--- src/rtl/trigger_merge_n.sv ---
// trigger_merge_n: priority-merges NSRC trigger sources with dead-time lockout,
// a one-deep pending store and forwarded/dropped counters.
module trigger_merge_n #(
  parameter int NSRC = 4,
  parameter int DTW = 16
) (
  input  logic              clk,
  input  logic              reset,
  input  logic              sync,
  input  logic [5*NSRC-1:0] src,
  input  logic [NSRC-1:0]   src_ena,
  input  logic [DTW-1:0]    dead_time,
  input  logic              pend_ena,
  input  logic              clear,
  output logic [4:0]        trg_out,
  output logic [2:0]        trg_src,
  output logic              trg_valid,
  output logic              busy,
  output logic [31:0]       trg_count,
  output logic [15:0]       drop_count
);
  typedef enum logic {IDLE, DEAD} state_t;
  state_t state, state_nxt;
  logic [DTW-1:0] dcnt;
  logic [NSRC-1:0] req;
  logic [4:0] win_code, pend_code;
  logic [2:0] win_idx, pend_idx;
  logic pend_v, any, multi, fwd_pend, fwd_new, fwd, cap, drop;
  always_comb begin
    req = '0;
    win_code = '0;
    win_idx = '0;
    for (int i = NSRC - 1; i >= 0; i--) begin
      req[i] = src_ena[i] && |src[5*i +: 5];
      if (req[i]) begin
        win_code = src[5*i +: 5];
        win_idx = 3'(i);
      end
    end
  end
  assign any = |req;
  assign multi = |(req & (req - NSRC'(1)));
  always_ff @(posedge clk or negedge reset)
    if (!reset) state <= IDLE;
    else if (sync) state <= clear ? IDLE : state_nxt;
  always_comb
    state_nxt = (state == IDLE) ? ((fwd && dead_time != '0) ? DEAD : IDLE)
                                : ((dcnt == '0) ? IDLE : DEAD);
  // A pending trigger takes the IDLE slot ahead of anything new that cycle.
  always_comb begin
    busy = state == DEAD;
    fwd_pend = !busy && pend_v;
    fwd_new = !busy && !pend_v && any;
    fwd = fwd_pend || fwd_new;
    cap = busy && any && pend_ena && !pend_v;
    drop = (fwd_new || cap) ? multi : any;
  end
  always_ff @(posedge clk or negedge reset)
    if (!reset) begin
      trg_out <= '0;
      trg_src <= '0;
      trg_valid <= 1'b0;
      trg_count <= '0;
      drop_count <= '0;
      dcnt <= '0;
      pend_v <= 1'b0;
      pend_code <= '0;
      pend_idx <= '0;
    end else if (sync) begin
      if (clear) begin
        trg_valid <= 1'b0;
        trg_count <= '0;
        drop_count <= '0;
        dcnt <= '0;
        pend_v <= 1'b0;
      end else begin
        trg_valid <= fwd;
        if (fwd) begin
          trg_out <= fwd_pend ? pend_code : win_code;
          trg_src <= fwd_pend ? pend_idx : win_idx;
          trg_count <= trg_count + 32'd1;
        end
        if (fwd && dead_time != '0) dcnt <= dead_time - DTW'(1);
        else if (busy && dcnt != '0) dcnt <= dcnt - DTW'(1);
        if (fwd_pend) pend_v <= 1'b0;
        else if (cap) begin
          pend_v <= 1'b1;
          pend_code <= win_code;
          pend_idx <= win_idx;
        end
        if (drop && drop_count != 16'hFFFF) drop_count <= drop_count + 16'd1;
      end
    end
endmodule

--- config.mk ---
export PLATFORM = sky130hd
export DESIGN_NAME = trigger_merge_n
export DESIGN_NICKNAME = d
export VERILOG_FILES = /design/src/rtl/trigger_merge_n.sv
export SDC_FILE = /design/constraint.sdc
export NUM_CORES = 1
export LEC_CHECK = 0
export ABC_AREA = 1
export CAP_MARGIN = 30
export CELL_PAD_IN_SITES_DETAIL_PLACEMENT = 2
export CELL_PAD_IN_SITES_GLOBAL_PLACEMENT = 2
export CORE_MARGIN = 3
export CORE_UTILIZATION = 32
export DETAILED_ROUTE_END_ITERATION = 6
export HOLD_SLACK_MARGIN = 0.02
export PLACE_DENSITY_LB_ADDON = 0.1
export REMOVE_ABC_BUFFERS = 1
export SETUP_SLACK_MARGIN = 0.3
export SYNTH_ARGS = -nofsm -noshare
export SYNTH_HDL_FRONTEND = slang
export SYNTH_SLANG_ARGS = --single-unit
--- constraint.sdc ---
create_clock -name clk -period 4.5 [get_ports clk]
set_input_delay 0.45 -clock clk [delete_from_list [all_inputs] [get_ports clk]]
set_output_delay 0.45 -clock clk [all_outputs]
set_load 0.02 [all_outputs]
==> flow_summary_export.csv <==
group,metric,value,unit
clocking,cts_tree,"built",
floorplan,rows,46,
sta,max_freq,312,MHz
logic_synthesis,ys_seq_area_share,37.9,%
floorplan,chipWidth,135,µm
worst_setup_path,endpoint_kind,"flop",
logic_synthesis,async_flop_share,100,%
worst_setup_path,startpoint_type,"input port",
global_routing,grt_pass1_wl,32900,µm
detailed_routing,vias,5525,
run,cap_violations,0,
power_and_ir_drop,p_total,2.73,mW
worst_setup_path,critPathArrivalTime,3440,ps
detailed_routing,drt_iter0_markers,343,
clocking,cts_hold_buf,0,
floorplan,initial_core_util,33.2,%
sta,finalHoldViolations,0,
sta,period_share,71.2,%
power_and_ir_drop,p_seq_share,34.0,%
power_and_ir_drop,p_int,1.72,mW
detailed_routing,ant_nets,0,
logic_synthesis,syn-mean-instance-area,7.37,µm²
power_and_ir_drop,ir_worst_vdd,0.000197,V
logic_synthesis,synthFlopType,"dfrtp_1",
worst_setup_path,timing.rr.start,"trg_count[0]",
floorplan,design.core.area,16100,µm²
logic_synthesis,synth_edf_count,0,
run_status,run_status,"completed",
power_and_ir_drop,pwr-share-comb,33.4,%
global_routing,grt_pass1_vias,6212,
worst_setup_path,path_buf_inv,2,
clocking,cts_buffers,9,
worst_setup_path,rrSetupSlack,1790,ps
detailed_routing,routed_via_density,5.27,
global_routing,grt_usage,22.4,%
clocking,cts_root_buf,"clkbuf_16",
hold_path,holdCritPathClass,"in2async",
global_routing,grt_max_degree,53,
clocking,clk_pin_slew,70,ps
worst_setup_path,startpoint,"dead_time[5]",
sta,period_needed,3200,ps
global_routing,antenna_found_initial,0,
logic_synthesis,yosysWarningCount,0,
cells_and_area,n_antenna_cell,0,
worst_setup_path,cp_cell_sequence,"clkdlybuf4s50_1 > nor4_1 > nand4_2 > buf_4 > nand2_4 > nand2_1 > nand2_2 > ha_1 > nand3_4 > nor2_2 > nand4_1 > nand3_1 > nand2_1",
sta,setup_viol,0,
clocking,cts_buffer_depth,2,
power_and_ir_drop,power.density,395,nW/µm²
logic_synthesis,synthCells,727,
worst_setup_path,crit_family,"simple AND/OR/NAND/NOR gates",
worst_setup_path,crit_path_frequent_cell,"nand2_1",
power_and_ir_drop,p_clk_share,32.6,%
logic_synthesis,syn-cell-area,5360,µm²
placement,dp_hpwl,14600,µm
placement,routabilityCongestion,0.835,
floorplan,ios,103,
clocking,cts_resized,0,
detailed_routing,drt_wl_total,19600,µm
logic_synthesis,synth-seq-cells,81,
cells_and_area,mostFrequentLayoutCells,"nand2_1, clkdlybuf4s50_1, dfrtp_1, inv_1, nor2_1",
clocking,cts.sinks,81,
clocking,ctsHtreeMaxLevel,3,
sta,slew-limit-headroom,48.2,%
cells_and_area,layout-drive-gt1-share,8.41,%
worst_setup_path,crit_fanout,28,
clocking,postCtsSetupBuffers,0,
power_and_ir_drop,switchingPower,1.01,mW
cells_and_area,area_growth,29.0,%
floorplan,die_height,135,µm
detailed_routing,drt_first_pass_iters,4,
logic_synthesis,ys_types,52,
global_routing,globalRouteOverflowTotal,0,
worst_setup_path,critical_path_class,"in2reg",
detailed_routing,drc,0,
sta,rsz0062_at_grt,"false",
power_and_ir_drop,swShare,37.0,%
power_and_ir_drop,p_leak,2.88,nW
worst_setup_path,slowest_delay,690,ps
worst_setup_path,cp_slowest_cell,"nor4_1",
sta,finalMaxSlewViolations,0,
sta,worst_pin_slew,769,ps
worst_setup_path,cp.required,4740,ps
clocking,clk_latency,350,ps
placement,port_buffers,101,
sta,tns,0,ps
detailed_routing,avgRoutedWirePerCell,18.7,µm
sta,clock-skew-final,6.10,ps
cells_and_area,layout.cells.most_common,"nand2_1",
cells_and_area,nNetsFinal,875,
floorplan,dieArea,18300,µm²
-- power by group through the flow --
stage	combinational [mW]	sequential, mW	clock, mW
2_1_floorplan	0.522	0.964	0
5_1_grt	1.02	0.945	0.945
4_1_cts	0.925	0.930	0.912
6_report	0.912	0.929	0.890
3_3_place_gp	0.871	0.931	0
3_5_place_dp	0.916	0.940	0
-- layer usage --
layer | track usage (%) | vias to the layer above | wire (µm)
li1 | - | 2636 | -
met1 | 28.0 | 2789 | 8910
met2 | 40.4 | 86 | 10000
met3 | 3.97 | 14 | 509
met4 | 4.42 | 0 | 171
met5 | 0 | - | 0
-- worst paths after layout --
kind,to,cells after the start
worst max register to register,trg_count[22],14
worst min-delay path,pend_code[2],1
worst max-delay path,dcnt[14],13
worst min register to register,pend_code[0],1
max in group asynchronous,pend_idx[1],2
min in group clk,pend_code[0],1
-- kinds of logic (layout without fill, tap and decap cells) --
logic type,count (synthesis),after routing,synth area share [%]
adder cells (fa/ha/maj),3,3,0.701
flip-flops,81,81,37.9
AO/OA/AOI/OAI,126,126,14.3
AND/OR/NAND/NOR,396,396,35.1
multiplexers,4,4,0.841
other,1,1,0.0700
XOR/XNOR,21,21,3.43
buffers and inverters,95,200,7.71
-- synthesized netlist by cell type (all sizes together) (2+ instances only) --
cell | n | area [µm²]
a21oi | 22 | 110
a22oi | 2 | 15.0
a31o | 2 | 17.5
a31oi | 6 | 43.8
a32o | 2 | 20.0
buf | 15 | 113
clkbuf | 4 | 15.0
dfrtp | 81 | 2030
ha | 3 | 37.5
inv | 75 | 282
mux2 | 4 | 45.0
nand2 | 207 | 852
nand3 | 58 | 325
nand3b | 13 | 97.6
nand4 | 19 | 125
nor2 | 70 | 300
nor3 | 18 | 110
nor4 | 8 | 50.1
o211ai | 3 | 22.5
o21a | 3 | 22.5
o21ai | 52 | 272
o22ai | 16 | 100
o31ai | 12 | 90.1
xnor2 | 3 | 26.3
xor2 | 18 | 158
-- per-stage QoR --
step	setup slack (ps)	hold WS [ps]	util [%]	cells	area, µm²
floorplan	1680	154	-	708	5230
global placement	1110	465	40.7	1032	6560
detailed placement	954	474	40.7	1032	6560
CTS	1310	186	42.9	1048	6910
global route	1020	211	42.9	1048	6910
finish	1300	147	42.9	1048	6910
-- cell type report --
class	count	area, µm²
fillers	1876	9210
multi-input cells	551	2920
flip-flops and latches	81	2030
repair buffers	108	1060
inverters	76	285
well taps	216	270
clock buffers	10	239
clock inverters	6	113
-- state kept, by name (all words and copies together) (netlist names) --
name and flops:
busy 1, dcnt 16, drop_count 16, pend_code 5, pend_idx 2, pend_v 1
trg_count 32, trg_out 5, trg_src 2, trg_valid 1
Note: power is estimated with default switching activity, not from simulation.
==> RTL edit (same flow settings) <==
Change the parameter `NSRC` from 4 to 3.
--- a/src/rtl/trigger_merge_n.sv
+++ b/src/rtl/trigger_merge_n.sv
@@ -1,7 +1,7 @@
 // trigger_merge_n: priority-merges NSRC trigger sources with dead-time lockout,
 // a one-deep pending store and forwarded/dropped counters.
 module trigger_merge_n #(
-  parameter int NSRC = 4,
+  parameter int NSRC = 3,
   parameter int DTW = 16
 ) (
   input  logic              clk,
Interface: changed (resized src and src_ena); port bits go from 103 to 97. No check against the original RTL was run, so the function may have changed too.
==> RTL edit against the unedited design <==
  * Synthesized cell count is 0.41% lower
  * Power rose by 5.7%
  * Via count shrank 1.2%
  * First-iteration DRC count fell by 27%
  * Fmax increased by 7.6%
  * Hold slack worse by 0.069 ns
  * Setup slack gained 0.23 ns
  * Sequential cell count did not move
  * Area after synthesis decreased by 0.98%
  * Combinational power rose by 23%
  * Critical path depth stayed put
  * Routed wire length is 2.3% higher
  * Clock skew up 0.0012 ns
  * Cell area decreased by 2.2%
==> RTL edit: results (changes against the unedited design) <==
.. list-table::
   :header-rows: 1

   * - Metric
     - Value
   * - Clk Latency, worst-skew pair
     - 0.35 ns (about the same)
   * - Fin Clk Skew
     - 0.00725 ns (+0.00116 ns)
   * - CTS clock-pin slew for the worst setup and hold paths
     - 0.07 ns (about the same)
   * - Drc violations
     - 0 (unchanged)
   * - Global routing usage on met1
     - 0.287 (+0.00636)
   * - Vias
     - 5457 (-1.2%)
   * - Endpoint of the worst-slack reg-to-reg timing path
     - dcnt[12]
   * - Post-CTS Setup Bufs
     - 0 (unchanged)
   * - Largest registers ranked by flip-flop count
     - trg_count x32, dcnt x16, drop_count x16
   * - Ant diodes
     - 0 (unchanged)
   * - Vias in the first global route
     - 6086 (-2.0%)
   * - GRT Resource Usage Total
     - 0.229 (+0.00567)
   * - Timing-limited maximum frequency
     - 0.336 GHz (+7.6%)
   * - Slew margin rel.
     - 0.509 (+0.0266)
   * - Critical R2R Launch
     - busy
   * - Number of distinct standard cells referenced by the synthesized netlist
     - 42 (-19%)
   * - Dominant synthesized flop cell
     - sky130_fd_sc_hd__dfrtp_1
   * - Register-to-register path setup slack
     - 1.74 ns (-0.05 ns)
   * - IR drop worst, VDD
     - 0.000201 V (+2.3%)
   * - Met3 routing resource usage after global routing
     - 0.0291 (-0.0107)
   * - Maximum fanout encountered on the critical timing path
     - 25 (-11%)
   * - Count of warnings emitted by yosys
     - 0 (unchanged)
   * - List of most frequent post-synthesis cells
     - sky130_fd_sc_hd__nand2_1, sky130_fd_sc_hd__dfrtp_1, sky130_fd_sc_hd__inv_1
   * - Worst Reg2Reg Path Length in Cells
     - 11 (-3)
   * - Worst-case clock buffer depth
     - 2 (unchanged)
   * - Number of buffers added by the clock tree synthesis step
     - 9 (unchanged)
   * - Result of the run
     - finished, final reports clean
   * - Post-cts gate resize count
     - 0 (unchanged)
   * - Post-DR wirelength/cell
     - 19.4 µm (+3.3%)
   * - Crit path arrival time
     - 3.22 ns (-0.22 ns)
   * - Sequential cell area fraction in the yosys report
     - 0.382 (+0.00375)
   * - Largest net degree at the start of global routing
     - 49 (-7.5%)
   * - Hold crit path type
     - in -> async
   * - Fraction of layout instances using a drive strength above 1
     - 0.0950 (+0.0109)
   * - Async set-reset flop share out of synthesis
     - 1.00 (unchanged)
   * - Number of levels in the clock H-tree
     - 3 (unchanged)
   * - Leak Pwr
     - 2.79 nW (-3.1%)
   * - Number of detailed-routing iterations run before antenna repair
     - 4 (unchanged)
   * - Routability Congestion
     - 0.864 (+3.4%)
   * - Number of nets in the finished design
     - 858 (-1.9%)
   * - IO Port Bufs
     - 95 (-5.9%)
   * - Met2 GRT Util
     - 0.415 (+0.0115)
   * - Cells taking the most area after synthesis
     - sky130_fd_sc_hd__dfrtp_1, sky130_fd_sc_hd__nand2_1, sky130_fd_sc_hd__inv_1
   * - Detail Placement HPWL
     - 15200 µm (+4.1%)
   * - Violation count after the first detailed-route iteration
     - 250 (-27%)
   * - First-pass GRT wire length
     - 33000 µm (+0.12%)
   * - Root buf cell
     - sky130_fd_sc_hd__clkbuf_16
   * - Count of hold buffers inserted by post-cts repair
     - 0 (unchanged)
[RTL edit: changes by cell type in the layout (fill, tap and decap cells not counted), sizes merged, moves of 6 or more]
cell	unedited run	this run
o22ai	16	26
nor4	8	14
nand3b	13	7
clkdlybuf4s50	100	94
xor2	18	26
inv	76	88
a21oi	22	11
nand2	207	213
nor3	18	24
[RTL edit: metrics by stage]
step	setup WS, ns	std cells	cell area [µm²]	hold slack (ns)
finish	1.52	1037	6760	0.0782
CTS	1.57	1037	6760	0.103
global route	1.29	1037	6760	0.117
detailed placement	1.21	1021	6440	0.474
global placement	1.23	1021	6440	0.465
floorplan	1.89	704	5180	0.154
[RTL edit: critical path: stages]
cell	delay, ns
sky130_fd_sc_hd__clkdlybuf4s50_1	0.51
sky130_fd_sc_hd__nor4_1	0.43
sky130_fd_sc_hd__nand3_1	0.14
sky130_fd_sc_hd__buf_4	0.24
sky130_fd_sc_hd__nand2_4	0.29
sky130_fd_sc_hd__nand2_1	0.12
sky130_fd_sc_hd__o21ai_2	0.12
sky130_fd_sc_hd__ha_1	0.27
sky130_fd_sc_hd__nand3_2	0.15
sky130_fd_sc_hd__nor2_4	0.21
sky130_fd_sc_hd__nand3b_1	0.11
sky130_fd_sc_hd__nand3_1	0.09
sky130_fd_sc_hd__nand2_1	0.06
[RTL edit: report_power, final]
| group | internal (W) | switching [W] |
|---|---|---|
| clock | 0.000464 | 0.000341 |
| combinational | 0.000369 | 0.000756 |
| sequential | 0.000857 | 0.000102 |
| total | 0.00169 | 0.00120 |
[RTL edit: area by class of cell]
class                           count  area [µm²]
Fill cell                        1866        9300
Multi-Input combinational cell    534        2820
Tap cell                          216         270
Timing Repair Buffer              101         993
Inverter                           89         334
Sequential cell                    81        2030
Clock inverter                      5        63.8
Clock buffer                       11         253
[RTL edit: cell families (layout without fill, tap and decap cells)]
family / Yosys count / after routing / synth area share
xor+xnor: 28 / 28 / 0.0462
buf+inv: 109 / 206 / 0.0866
flops: 81 / 81 / 0.382
simple gates: 397 / 397 / 0.360
fa+ha+maj: 3 / 3 / 0.00708
other cells: 1 / 1 / 0.000707
compound gates: 105 / 105 / 0.118
[RTL edit: metal layers]
| metal | share of wire | vias up |
|---|---|---|
| met4 | 0.016 | 0 |
| met5 | 0 | - |
| met1 | 0.44 | 2772 |
| li1 | - | 2573 |
| met3 | 0.026 | 21 |
| met2 | 0.51 | 91 |
[RTL edit: worst max path at each step]
stage                  start       end  slack, ns  cells past startpoint
6_report        dead_time[0]  dcnt[12]       1.52                     13
5_1_grt         dead_time[5]  dcnt[12]       1.29                     14
4_1_cts         dead_time[5]  dcnt[14]       1.57                     13
3_5_place_dp    dead_time[5]  dcnt[14]       1.21                     13
3_3_place_gp    dead_time[0]  dcnt[12]       1.23                     13
2_1_floorplan  dead_time[14]  dcnt[12]       1.89                     11
